<file path="config.mk">
export PLATFORM = sky130hd
export DESIGN_NAME = sram_access_arbiter_flat
export DESIGN_NICKNAME = d
export VERILOG_FILES = /design/src/rtl/npu_mem_pkg.sv /design/src/rtl/sram_access_arbiter_if.sv /design/src/rtl/rr_grant.sv /design/src/rtl/sram_access_arbiter.sv /design/src/flat_wrapper.sv
export SDC_FILE = /design/constraint.sdc
export NUM_CORES = 1
export LEC_CHECK = 0
export CORE_ASPECT_RATIO = 1.5
export CORE_MARGIN = 1
export CORE_UTILIZATION = 37
export DETAILED_ROUTE_END_ITERATION = 12
export PLACE_DENSITY = 0.89
export RECOVER_POWER = 25
export SLEW_MARGIN = 25
export SYNTH_ARGS = -nofsm -noshare
export SYNTH_HDL_FRONTEND = slang
export SYNTH_HIERARCHICAL = 1
export SYNTH_SLANG_ARGS = --single-unit
</file>
<file path="constraint.sdc">
create_clock -name clk -period 1.94 [get_ports clk]
set_input_delay 0.388 -clock clk [delete_from_list [all_inputs] [get_ports clk]]
set_output_delay 0.388 -clock clk [all_outputs]
set_load 0.01 [all_outputs]
</file>
<file path="src/rtl/npu_mem_pkg.sv">
// Shared types and width helpers for the NPU SRAM access path.
package npu_mem_pkg;

    typedef enum logic [1:0] {
        IDLE  = 2'd0,
        INIT  = 2'd1,
        SERVE = 2'd2
    } arb_state_t;

    function automatic int addr_w(input int depth);
        return (depth > 1) ? $clog2(depth) : 1;
    endfunction

    function automatic int id_w(input int n_req);
        return (n_req > 1) ? $clog2(n_req) : 1;
    endfunction

endpackage

</file>
<file path="src/rtl/sram_access_arbiter_if.sv">
// Requester-side bundle of the SRAM arbiter: per-requester valid/ready
// request lanes plus the shared registered read-response channel.
interface sram_access_arbiter_if
    import npu_mem_pkg::*;
#(
    parameter int N_REQ  = 2,
    parameter int DATA_W = 8,
    parameter int DEPTH  = 16
);
    localparam int ADDR_W = addr_w(DEPTH);
    localparam int ID_W   = id_w(N_REQ);

    logic [N_REQ-1:0]        req_valid;
    logic [N_REQ-1:0]        req_ready;
    logic [N_REQ-1:0]        req_we;
    logic [N_REQ*ADDR_W-1:0] req_addr;
    logic [N_REQ*DATA_W-1:0] req_wdata;
    logic                    rsp_valid;
    logic [ID_W-1:0]         rsp_id;
    logic [DATA_W-1:0]       rsp_rdata;

    modport master (
        output req_valid, req_we, req_addr, req_wdata,
        input  req_ready, rsp_valid, rsp_id, rsp_rdata
    );

    modport slave (
        input  req_valid, req_we, req_addr, req_wdata,
        output req_ready, rsp_valid, rsp_id, rsp_rdata
    );

endinterface

</file>
<file path="src/rtl/rr_grant.sv">
// Combinational N-way grant: first request at or after ptr, scanning upward
// with wrap. Driving ptr with a constant 0 gives lowest-index-wins priority.
module rr_grant
    import npu_mem_pkg::*;
#(
    parameter  int N_REQ = 2,
    localparam int ID_W  = id_w(N_REQ)
) (
    input  logic [N_REQ-1:0] req,
    input  logic [ID_W-1:0]  ptr,
    output logic [N_REQ-1:0] gnt,
    output logic [ID_W-1:0]  idx,
    output logic             any
);

    int slot;

    always_comb begin
        // NOTE: every output gets a default before the loop so no path leaves
        // a value held, which would otherwise infer a latch.
        slot = 0;
        gnt  = '0;
        idx  = '0;
        any  = 1'b0;
        for (int k = 0; k < N_REQ; k++) begin
            slot = int'(ptr) + k;
            if (slot >= N_REQ) slot = slot - N_REQ;
            if (!any && req[slot]) begin
                any = 1'b1;
                idx = ID_W'(slot);
            end
        end
        if (any) gnt[idx] = 1'b1;
    end

endmodule

</file>
<file path="src/rtl/sram_access_arbiter.sv">
// Shares one single-port SRAM between N_REQ requesters and zero-fills it after
// reset and on init_start. Define SRAM_ARB_RR_EN for round-robin grant;
// otherwise the lowest requester index always wins.
module sram_access_arbiter
    import npu_mem_pkg::*;
#(
    parameter  int N_REQ  = 2,
    parameter  int DATA_W = 8,
    parameter  int DEPTH  = 16,
    localparam int ADDR_W = addr_w(DEPTH),
    localparam int ID_W   = id_w(N_REQ)
) (
    input  logic                  clk,
    input  logic                  rst,
    input  logic                  init_start,
    sram_access_arbiter_if.slave  bus,
    output logic                  busy_init,
    output logic                  sram_en,
    output logic                  sram_write_en,
    output logic [ADDR_W-1:0]     sram_address,
    output logic [DATA_W-1:0]     sram_data_in,
    input  logic [DATA_W-1:0]     sram_data_out
);

    arb_state_t        state;
    logic [ADDR_W-1:0] cnt;
    logic [ID_W-1:0]   grant_ptr;
    logic [ID_W-1:0]   grant_idx;
    logic [N_REQ-1:0]  grant_oh;
    logic              grant_any;
    logic              xfer;

`ifdef SRAM_ARB_RR_EN
    logic [ID_W-1:0] rr_ptr;

    // The requester just served drops to lowest priority for the next scan.
    always_ff @(posedge clk or negedge rst) begin
        if (!rst) begin
            rr_ptr <= '0;
        end else if (xfer) begin
            rr_ptr <= (grant_idx == ID_W'(N_REQ - 1)) ? '0 : grant_idx + 1'b1;
        end
    end

    assign grant_ptr = rr_ptr;
`else
    assign grant_ptr = '0;
`endif

    rr_grant #(.N_REQ(N_REQ)) u_grant (
        .req (bus.req_valid),
        .ptr (grant_ptr),
        .gnt (grant_oh),
        .idx (grant_idx),
        .any (grant_any)
    );

    assign xfer          = (state == SERVE) && grant_any;
    assign bus.req_ready = (state == SERVE) ? grant_oh : '0;
    assign busy_init     = (state != SERVE);

    // The SRAM port is steered by the current grant so an access issues in
    // the same cycle as its handshake.
    always_comb begin
        sram_en       = 1'b0;
        sram_write_en = 1'b0;
        sram_address  = '0;
        sram_data_in  = '0;
        case (state)
            INIT: begin
                sram_en       = 1'b1;
                sram_write_en = 1'b1;
                sram_address  = cnt;
            end
            SERVE: begin
                if (grant_any) begin
                    sram_en       = 1'b1;
                    sram_write_en = bus.req_we[grant_idx];
                    sram_address  = bus.req_addr[grant_idx*ADDR_W +: ADDR_W];
                    sram_data_in  = bus.req_wdata[grant_idx*DATA_W +: DATA_W];
                end
            end
            default: ;
        endcase
    end

    always_ff @(posedge clk or negedge rst) begin
        // NOTE: state registers use non-blocking assignments so every flop
        // samples pre-edge values regardless of statement order.
        if (!rst) begin
            state         <= IDLE;
            cnt           <= '0;
            bus.rsp_valid <= 1'b0;
            bus.rsp_id    <= '0;
            bus.rsp_rdata <= '0;
        end else begin
            bus.rsp_valid <= 1'b0;
            unique case (state)
                IDLE: state <= INIT;
                INIT: begin
                    if (cnt == ADDR_W'(DEPTH - 1)) begin
                        state <= SERVE;
                        cnt   <= '0;
                    end else begin
                        cnt <= cnt + 1'b1;
                    end
                end
                SERVE: begin
                    // A transfer coinciding with init_start still completes.
                    if (xfer && !bus.req_we[grant_idx]) begin
                        bus.rsp_valid <= 1'b1;
                        bus.rsp_id    <= grant_idx;
                        bus.rsp_rdata <= sram_data_out;
                    end
                    if (init_start) state <= INIT;
                end
                default: state <= IDLE;
            endcase
        end
    end

endmodule

</file>
<file path="src/flat_wrapper.sv">
// flat-port wrapper written by rule: the top's interface ports become plain ports
module sram_access_arbiter_flat import npu_mem_pkg::*;
#(
    parameter  int N_REQ  = 2,
    parameter  int DATA_W = 8,
    parameter  int DEPTH  = 16,
    localparam int ADDR_W = addr_w(DEPTH),
    localparam int ID_W   = id_w(N_REQ)
)
  (clk, rst, init_start, busy_init, sram_en, sram_write_en, sram_address, sram_data_in, sram_data_out, bus_req_valid, bus_req_we, bus_req_addr, bus_req_wdata, bus_req_ready, bus_rsp_valid, bus_rsp_id, bus_rsp_rdata);
  sram_access_arbiter_if #(.N_REQ(N_REQ), .DATA_W(DATA_W), .DEPTH(DEPTH)) bus_i ();
  input  logic clk;
  input  logic rst;
  input  logic init_start;
  output logic busy_init;
  output logic sram_en;
  output logic sram_write_en;
  output logic [ADDR_W-1:0] sram_address;
  output logic [DATA_W-1:0] sram_data_in;
  input  logic [DATA_W-1:0] sram_data_out;
  input wire logic [$bits(bus_i.req_valid)-1:0] bus_req_valid;
  input wire logic [$bits(bus_i.req_we)-1:0] bus_req_we;
  input wire logic [$bits(bus_i.req_addr)-1:0] bus_req_addr;
  input wire logic [$bits(bus_i.req_wdata)-1:0] bus_req_wdata;
  output wire logic [$bits(bus_i.req_ready)-1:0] bus_req_ready;
  output wire logic [$bits(bus_i.rsp_valid)-1:0] bus_rsp_valid;
  output wire logic [$bits(bus_i.rsp_id)-1:0] bus_rsp_id;
  output wire logic [$bits(bus_i.rsp_rdata)-1:0] bus_rsp_rdata;
  assign bus_i.req_valid = bus_req_valid;
  assign bus_i.req_we = bus_req_we;
  assign bus_i.req_addr = bus_req_addr;
  assign bus_i.req_wdata = bus_req_wdata;
  assign bus_req_ready = bus_i.req_ready;
  assign bus_rsp_valid = bus_i.rsp_valid;
  assign bus_rsp_id = bus_i.rsp_id;
  assign bus_rsp_rdata = bus_i.rsp_rdata;
  sram_access_arbiter #(.N_REQ(N_REQ), .DATA_W(DATA_W), .DEPTH(DEPTH)) u_core (.clk(clk), .rst(rst), .init_start(init_start), .bus(bus_i), .busy_init(busy_init), .sram_en(sram_en), .sram_write_en(sram_write_en), .sram_address(sram_address), .sram_data_in(sram_data_in), .sram_data_out(sram_data_out));
endmodule
</file>
Yosys cells after proc, flatten, opt, wreduce, memory -nomap -nowiden
Cells that the tools add are included.
- flip-flop bits (word level): 16
- bits of input ports: 39
- output and inout bits: 27
- logic and storage cells: 48
- add/sub/neg operators: 1
- order comparisons: 2
- eq/ne operators: 6
- shift-type cells: 2
- mux-type cells: 23
- reduce and logical (&&, ||, !) cells: 9
- operator list (kind ; number):
    8-bit two-way mux ; 2
    16-bit by 5-bit variable part select with 8-bit output ; 1
    1-bit two-way mux ; 10
    2-bit two-way mux ; 4
    4-bit two-way mux ; 2
    4-bit case mux with 2 select lines ; 1
    8-bit by 4-bit variable part select with 4-bit output ; 1
    2-bit case mux with 3 select lines ; 1
    4-bit by 1-bit adder with 4-bit output (second input constant) ; 1
    4-bit equality test (second input constant) ; 1
    1-bit logical AND ; 4
    2-bit inequality test (second input constant) ; 2
    1-bit case mux with 2 select lines ; 2
    2-bit AND reduction ; 2
    2-bit by 1-bit equality test with 1-bit output (second input constant) ; 1
    2-bit equality test (second input constant) ; 1
    1-bit zero test ; 2
    2-bit zero test ; 1
    1-bit by 2-bit < comparator with 1-bit output (second input constant) ; 1
    2-bit by 1-bit inequality test with 1-bit output (second input constant) ; 1
    1-bit demux with 1-bit select ; 1
    1-bit >= comparator (second input constant) ; 1

Logic depth before layout (Yosys ltp)
Gate-level depths: netlist of run 1.
- word-level depth: 10
- mapped depth: 7
- mapped depth without buffers: 5

Modules after synthesis
Netlist of run 1, hierarchy kept.
- modules (own cells, without submodules) (module ; instances ; cells an instance ; area each (sq um) ; seq. area each (sq um)):
    sram_access_arbiter ; 1 ; 100 ; 1048.5 ; 400.4
    rr_grant ; 1 ; 5 ; 32.5 ; 0.0

Worst setup path after synthesis of run 1
OpenSTA, ideal clock, no wires.
- path type: input to output
- from: input port bus_req_valid[1]
- to: output port sram_address[3]
- arrival: 1.355 ns
- required time: 1.552 ns
- slack: 0.197 ns
- cell stages on the path: 6
- path buffers: 2
- cells stage by stage: a21boi_0 > buf_6 > buf_4 > mux2i_1 > o21ai_0 > and2_1
- word-level cells in the longest chain between the ends: 5
- elaborated cells between the ends (all ways): 6
- classes of those cells: shift (1); mux (4); reduce/logical (1)
- ends and longest elaborated chain (what ; RTL line ; source):
    start, declared ; flat_wrapper.sv:21 ; input wire logic [$bits(bus_i.req_valid)-1:0] bus_req_valid;
    1-bit logical AND * ; rr_grant.sv:28 ; if (!any && req[slot]) begin
    1-bit two-way mux ; rr_grant.sv:28 ;
    8-bit by 4-bit variable part select with 4-bit output ; sram_access_arbiter.sv:79 ; sram_address = bus.req_addr[grant_idx*ADDR_W +: ADDR_W];
    4-bit two-way mux * ; sram_access_arbiter.sv:76 ; if (grant_any) begin
    4-bit case mux with 2 select lines * ; sram_access_arbiter.sv:69 ; case (state)
    end, declared ; flat_wrapper.sv:18 ; output logic [ADDR_W-1:0] sram_address;
Mark *: on every way between the ends. The rest lies on a longest branch, timed or not.

Worst setup path in the final report of run 1
- from: register u_core.state[1]
- to: output port sram_address[3]
- word-level cells in the longest chain between the ends: 2
- elaborated cells between the ends (all ways): 3
- classes of those cells: eq/ne (2); mux (1)
- ends and longest elaborated chain (what ; RTL line ; source):
    start, declared ; sram_access_arbiter.sv:25 ; arb_state_t state;
    start signal, assigned ; sram_access_arbiter.sv:91 ; state <= IDLE;
    start signal, assigned ; sram_access_arbiter.sv:99 ; IDLE: state <= INIT;
    start signal, assigned ; sram_access_arbiter.sv:102 ; state <= SERVE;
    2-bit equality test or 2-bit by 1-bit equality test with 1-bit output (tied branches) ; sram_access_arbiter.sv:69 ;
    4-bit case mux with 2 select lines * ; sram_access_arbiter.sv:69 ;
Marked as above.

==> metrics.cfg, run 1 <==
[pwr]
p_leak_nw=0.896
vdd.ir_drop.worst_mv=0.765
power.total_mw=2.27
p_per_area_nw_per_um2=1160

[placement]
place.gp.congestion=0.751
place_inst=220
portBuffers=65
dpl_cell_area_um2=1890
post-dp-hpwl_um=2640

[drt]
drc=0
via_per_inst=5.06
drtIter0Drc=10
ant_nets=0
num_vias=1149
first_pass_iters=4
routed_wl_um=3520
routedWlPerCell_um=15.5

[worst_setup_path]
cp_data_required_time_ns=1.55
arrival_ns=1.53
critPathLaunchType=flip-flop
worstSetupEndpointType=output port
critPathKind=flip-flop to output port
cp_max_fo=7

[status]
outcome=completed

[synth]
synth_simple_gate_area_share_pct=14.6
synth-seq-cells=16
muxShareOfSynthArea_pct=25.6
synth_top_area_cell=dfrtp_1
syn_avg_cell_area_um2=10.3
synth_edf_count=0
synth_ff_type=dfrtp_1
yosysWarnings=6
synthAdderAreaFrac_pct=8.10
netlist_top_cells_area=dfrtp_1, mux2i_1, mux2_2, ha_1, and2_1
synth_top_family_by_area=multiplexers
synth_xor_area_share_pct=0.810
async_flop_share_pct=100
yosys.area.top_type_share_pct=37.0
ys_types=26
yosysSeqAreaShare_pct=37.0
syn_area_um2=1080
synth_cells=105
synth_compound_area_share_pct=9.72

[timing]
fmax_mhz=521
fin_worst_skew_ns=0.000930
fin_tns_setup_ns=0
setup_viol=0
fin_crit_ns=1.92
grt_setup_unrepaired=true
maxSlewViolCount=0
period_share_pct=99.0
finalHoldViolCount=0

[final_layout]
final_nets=238
final_layout_size_suffix_gt1_share_pct=33.2
synthToLayoutAreaGrowth_pct=81.1
finish.instance_area_um2=1960
finalNonFillerCells=227
n_antenna_cell=0
fillers=207

[clock_tree]
clk_latency_ns=0.24
clock-sinks=16
htreeDepth=1
clockBufferDepth=2
cts_root_buffer=clkbuf_8
cts_tree=yes
path_clk_slew_ns=0.06
cts_buffers=3

[die]
die_area_um2=3150
die_x_um=46.1
placementRows=23
core_area_um2=2730
dieHeight_um=68.2
start_util_pct=39.5
io_pins=66

[global_routing]
overflow=0
first_global_vias=1144
track_usage_pct=22.1
antenna_found_initial=0
grt_pass1_wl_um=4930
grt_max_degree=10

[worst_hold_path]
hold_path_class=input pin to async pin

[run]
drv_cap=0

==> cell usage after synthesis, drive strengths merged (3+ instances only) <==
cell type  instances
dfrtp             16
mux2i             14
mux2              11
nor2              10
ha                 7
nand2              7
and2               6
o21ai              6
inv                5
a21boi             3
a21oi              3
==> power breakdown <==
part	internal (mW)	total, mW	switching (mW)
sequential	0.471	0.589	0.119
combinational	0.817	1.45	0.633
clock	0.137	0.234	0.0972
==> kinds of logic after synthesis <==
logic type	count (synthesis)
adder cells (fa/ha/maj)	7
XOR/XNOR	1
AND/OR/NAND/NOR	30
buffers and inverters	8
AO/OA/AOI/OAI	17
flip-flops	16
multiplexers	25
other	1
==> final timing paths <==
| check | depth (start not counted) | to | slack [ns] | startpoint |
|---|---|---|---|---|
| max in group asynchronous | 2 | u_core/bus.rsp_rdata[3]$_DFFE_PN0P_ | 0.77 | rst |
| min in group clk | 1 | u_core/bus.rsp_rdata[3]$_DFFE_PN0P_ | 0.51 | u_core/bus.rsp_rdata[3]$_DFFE_PN0P_ |
| hold / removal | 1 | u_core/bus.rsp_rdata[4]$_DFFE_PN0P_ | 0.50 | rst |
| setup reg to reg | 6 | u_core/state[1]$_DFFE_PN0P_ | 0.17 | u_core/state[1]$_DFFE_PN0P_ |
| setup / recovery | 7 | sram_address[3] | 0.02 | u_core/state[1]$_DFFE_PN0P_ |
| hold reg to reg | 1 | u_core/bus.rsp_rdata[3]$_DFFE_PN0P_ | 0.51 | u_core/bus.rsp_rdata[3]$_DFFE_PN0P_ |
==> sequential cells by signal (all words and copies together) (netlist names) <==
signal	flops
u_core/bus.rsp_valid	1
u_core/bus.rsp_id	1
u_core/state	2
u_core/bus.rsp_rdata	8
u_core/cnt	4
==> stage by stage <==
stage / setup WS [ns] / utilization, % / hold slack, ns
after floorplan: 0.197 / - / 0.0924
after global placement: -0.586 / 69.1 / 0.488
after detailed placement: -0.649 / 69.1 / 0.498
after CTS: -0.0746 / 71.5 / 0.439
after global routing: -0.0552 / 71.6 / 0.523
final: 0.0201 / 71.6 / 0.497
==> worst max-delay path, cell delays in order (launching register included) <==
cell	delay, ns
dfrtp_1	0.39
buf_6	0.13
clkinvlp_4	0.14
ha_4	0.22
nand2_1	0.06
o21ai_0	0.06
and2_1	0.15
buf_2	0.13
==> per-layer routing <==
metal / GRT usage (%) / routed length, µm / vias to the layer above
met2: 46.5 / 2060 / 65
met5: 0 / 0 / -
li1: - / - / 533
met1: 18.1 / 1070 / 547
met4: 6.99 / 36 / 0
met3: 5.80 / 356 / 4
==> cell type report <==
type,count,area [µm²],area share [%]
clock buffer,3,41.3,2.11
inverter,5,22.5,1.15
multi-input combinational,82,712,36.4
sequential,16,400,20.4
tap,37,46.3,2.36
timing repair buffer,84,736,37.6
==> timing repair <==
| action | 4_1_cts | 5_1_grt |
|---|---|---|
| hold buffers | 0 | 0 |
| cloned | 0 | 0 |
| resized for setup | 71 | 19 |
| pin swaps | 3 | 5 |
| setup buffers | 3 | 2 |
| endpoints found under the setup margin | 25 | 16 |
==> cell usage in the layout, fill, tap and decap left out, types with 2 or more instances in the layout <==
cell	n
clkdlybuf4s50_1	45
dfrtp_1	16
buf_2	15
buf_4	13
mux2i_1	12
mux2_2	11
nor2_1	9
and2_1	6
nand2_1	5
buf_6	4
clkbuf_8	3
inv_1	3
o21ai_0	3
o21ai_1	3
ha_4	3
ha_1	3
clkdlybuf4s15_1	2
o21a_1	2
nand2_2	2
nor2b_1	2
nand3_1	2
a21oi_1	2
conb_1	2
a21boi_0	2
Note: power is estimated with default switching activity, not from simulation.
==> run 2: changes to the inputs <==
--- a/config.mk
+++ b/config.mk
@@ -5,6 +5,7 @@
 export SDC_FILE = /design/constraint.sdc
 export NUM_CORES = 1
 export LEC_CHECK = 0
+export ABC_AREA = 0
 export CORE_ASPECT_RATIO = 1.5
 export CORE_MARGIN = 1
 export CORE_UTILIZATION = 37
==> results of run 2 <==
No change in the layout: final DEF, timing and power equal those of run 1.
==> run 3: changes to the inputs <==
--- a/config.mk
+++ b/config.mk
@@ -10,6 +10,7 @@
 export CORE_MARGIN = 1
 export CORE_UTILIZATION = 37
 export DETAILED_ROUTE_END_ITERATION = 12
+export GPL_TIMING_DRIVEN = 0
 export PLACE_DENSITY = 0.89
 export RECOVER_POWER = 25
 export SLEW_MARGIN = 25
==> metrics.cfg, run 3 (synthesis gave the netlist of run 1 again) <==
[clock_tree]
path_clk_slew_ns=0.06  ; about the same
clk_latency_ns=0.25  ; about the same
clock-sinks=16  ; unchanged
cts_root_buffer=clkbuf_8
cts_buffers=3  ; unchanged
clockBufferDepth=2  ; unchanged
cts_tree=yes
htreeDepth=1  ; unchanged
cts_hold_buf=0  ; unchanged

[drt]
num_vias=1147  ; -0.17%
routedWlPerCell_um=16.7  ; +7.4%
ant_nets=0  ; unchanged
drtIter0Drc=14  ; +4
first_pass_iters=3  ; -1
routed_wl_um=3820  ; +8.4%
via_per_inst=5.01  ; -1.0%
drc=0  ; unchanged

[die]
io_pins=66  ; unchanged
start_util_pct=39.5  ; unchanged
die_x_um=46.1  ; unchanged
die_area_um2=3150  ; unchanged
core_area_um2=2730  ; unchanged
placementRows=23  ; unchanged
dieHeight_um=68.2  ; unchanged

[worst_setup_path]
critPathMaxStageDelay_ns=0.41  ; +0.02 ns
r2r_end=u_core/state[1]$_DFFE_PN0P_
cpMostUsedCell=buf_6
cp_top_family=flip-flops
arrival_ns=1.54  ; about the same
worstSetupEndpointType=output port
r2r_start=u_core/state[0]$_DFFE_PN0P_
crit_slowest_cell=dfrtp_1
cp_max_fo=9  ; +2
rrSetupSlack_ns=0.13  ; -0.04 ns
crit_buf_inv=3  ; unchanged
critPathLaunchType=flip-flop
cp_data_required_time_ns=1.55  ; about the same
rr_worst_depth=7  ; +1
critPathKind=flip-flop to output port
cp_cell_sequence=inv_2 > buf_6 > ha_4 > nand2_8 > nor2_4 > o21a_1 > buf_6

[final_layout]
register_area_um2=402  ; +0.31%
final_nets=239  ; +0.42%
final_layout_size_suffix_gt1_share_pct=33.9  ; +0.70 points
registers.top_by_ff_count=u_core/bus.rsp_rdata
n_antenna_cell=0  ; unchanged
fillers=197  ; -4.8%
largestRegisters=u_core/bus.rsp_rdata: 8 flops, u_core/cnt: 4 flops, u_core/state: 2 flops
finish.instance_area_um2=2000  ; +2.3%
layout_commonest_cell=clkdlybuf4s50_1
mostFrequentLayoutCells=clkdlybuf4s50_1, buf_4, dfrtp_1
largest_register_ffs=8  ; unchanged
multi_input_area_um2=716  ; +0.53%
synthToLayoutAreaGrowth_pct=85.3
finalNonFillerCells=229  ; +0.88%

[worst_hold_path]
min-delay-start=u_core/bus.rsp_rdata[0]$_DFFE_PN0P_
min_delay_path_depth=1
hold_path_class=flip-flop to flip-flop
holdPathEnd=u_core/bus.rsp_rdata[0]$_DFFE_PN0P_

[placement]
place_inst=208  ; -5.5%
post-dp-hpwl_um=2500  ; -5.4%
dpl_cell_area_um2=1780  ; -5.6%
portBuffers=65  ; unchanged
place.gp.congestion=0.754  ; +0.40%

[pwr]
p_leak_nw=0.927  ; +3.4%
vdd.ir_drop.worst_mv=0.894  ; +17%
p_per_area_nw_per_um2=1170  ; +0.74%

[global_routing]
track_usage_pct=23.8  ; +1.6 points
grt_max_degree=17  ; +7
overflow=0  ; unchanged
grt_pass1_wl_um=5250  ; +6.6%
antenna_found_initial=0  ; unchanged
first_global_vias=1228  ; +7.3%

[timing]
finalHoldViolCount=0  ; unchanged
grt_setup_unrepaired=true
fin_crit_ns=1.93  ; +0.00899 ns
maxSlewHeadroom_pct=52.1
fmax_mhz=518  ; -0.47%
maxSlewViolCount=0  ; unchanged
period_share_pct=99.4  ; +0.46 points
fin_tns_setup_ns=0  ; unchanged
fin_worst_skew_ns=0.00453  ; +0.00360 ns
tightest_slew_ns=0.716
setup_viol=0  ; unchanged

[status]
outcome=completed

[run]
drv_cap=0  ; unchanged

[run 3: cell count changes in the layout (fill, tap and decap cells not counted), moves of 2 or more]
cell / before / now
nand2_2: 2 / 0
dlygate4sd2_1: 1 / 3
clkdlybuf4s15_1: 2 / 0
buf_4: 13 / 15
[run 3: final cells by class]
| cell class | instances | share of cell area [%] |
|---|---|---|
| clock buffers | 4 | 2.75 |
| plain buffers | 3 | 2.12 |
| inverters | 5 | 0.937 |
| repair buffers | 82 | 36.1 |
| multi-input cells | 82 | 35.7 |
| flip-flops and latches | 16 | 20.0 |
| well taps | 37 | 2.31 |
[run 3: repair_timing]
| item | 4_1_cts | 5_1_grt |
|---|---|---|
| pin swaps | 2 | 6 |
| gates resized for setup | 83 | 18 |
| setup buffers | 10 | 7 |
| endpoints found under the setup margin | 25 | 12 |
| gates cloned | 0 | 0 |
[run 3: how the worst max path moves through the flow]
| stage | from | end | slack, ns | cells after the start |
|---|---|---|---|---|
| after global placement | bus_req_valid[1] | sram_address[3] | -0.87 | 8 |
| after CTS | bus_req_valid[1] | sram_address[3] | -0.002 | 8 |
| final | u_core/state[0]$_DFFE_PN0P_ | sram_write_en | 0.01 | 7 |
| after global routing | u_core/state[0]$_DFFE_PN0P_ | sram_write_en | -0.04 | 7 |
| after detailed placement | bus_req_valid[1] | sram_address[3] | -0.89 | 8 |
| after floorplan | bus_req_valid[1] | sram_address[3] | 0.20 | 6 |
[run 3: metal layers]
metal / vias to the layer above / track usage [%] / wire length [µm] / part of all wire, %
li1: 534 / - / - / -
met1: 536 / 19.2 / 1180 / 31
met2: 69 / 49.6 / 2190 / 57
met3: 8 / 5.28 / 361 / 9.5
met4: 0 / 9.93 / 85 / 2.2
met5: - / 0 / 0 / 0
[run 3: power by group]
| part | internal (mW) | switching (mW) | total [mW] |
|---|---|---|---|
| registers | 0.472 | 0.122 | 0.594 |
| clock network | 0.180 | 0.113 | 0.293 |
| logic | 0.808 | 0.648 | 1.46 |
[run 3: metrics by stage]
stage / setup slack, ns / hold WS, ns / total power [mW] / util [%]
floorplan: 0.197 / 0.0924 / 1.18 / -
global placement: -0.869 / 0.488 / 1.68 / 65.2
detailed placement: -0.894 / 0.497 / 1.74 / 65.2
CTS: -0.00230 / 0.513 / 2.11 / 70.2
global route: -0.0417 / 0.524 / 2.48 / 73.3
finish: 0.0111 / 0.510 / 2.34 / 73.3
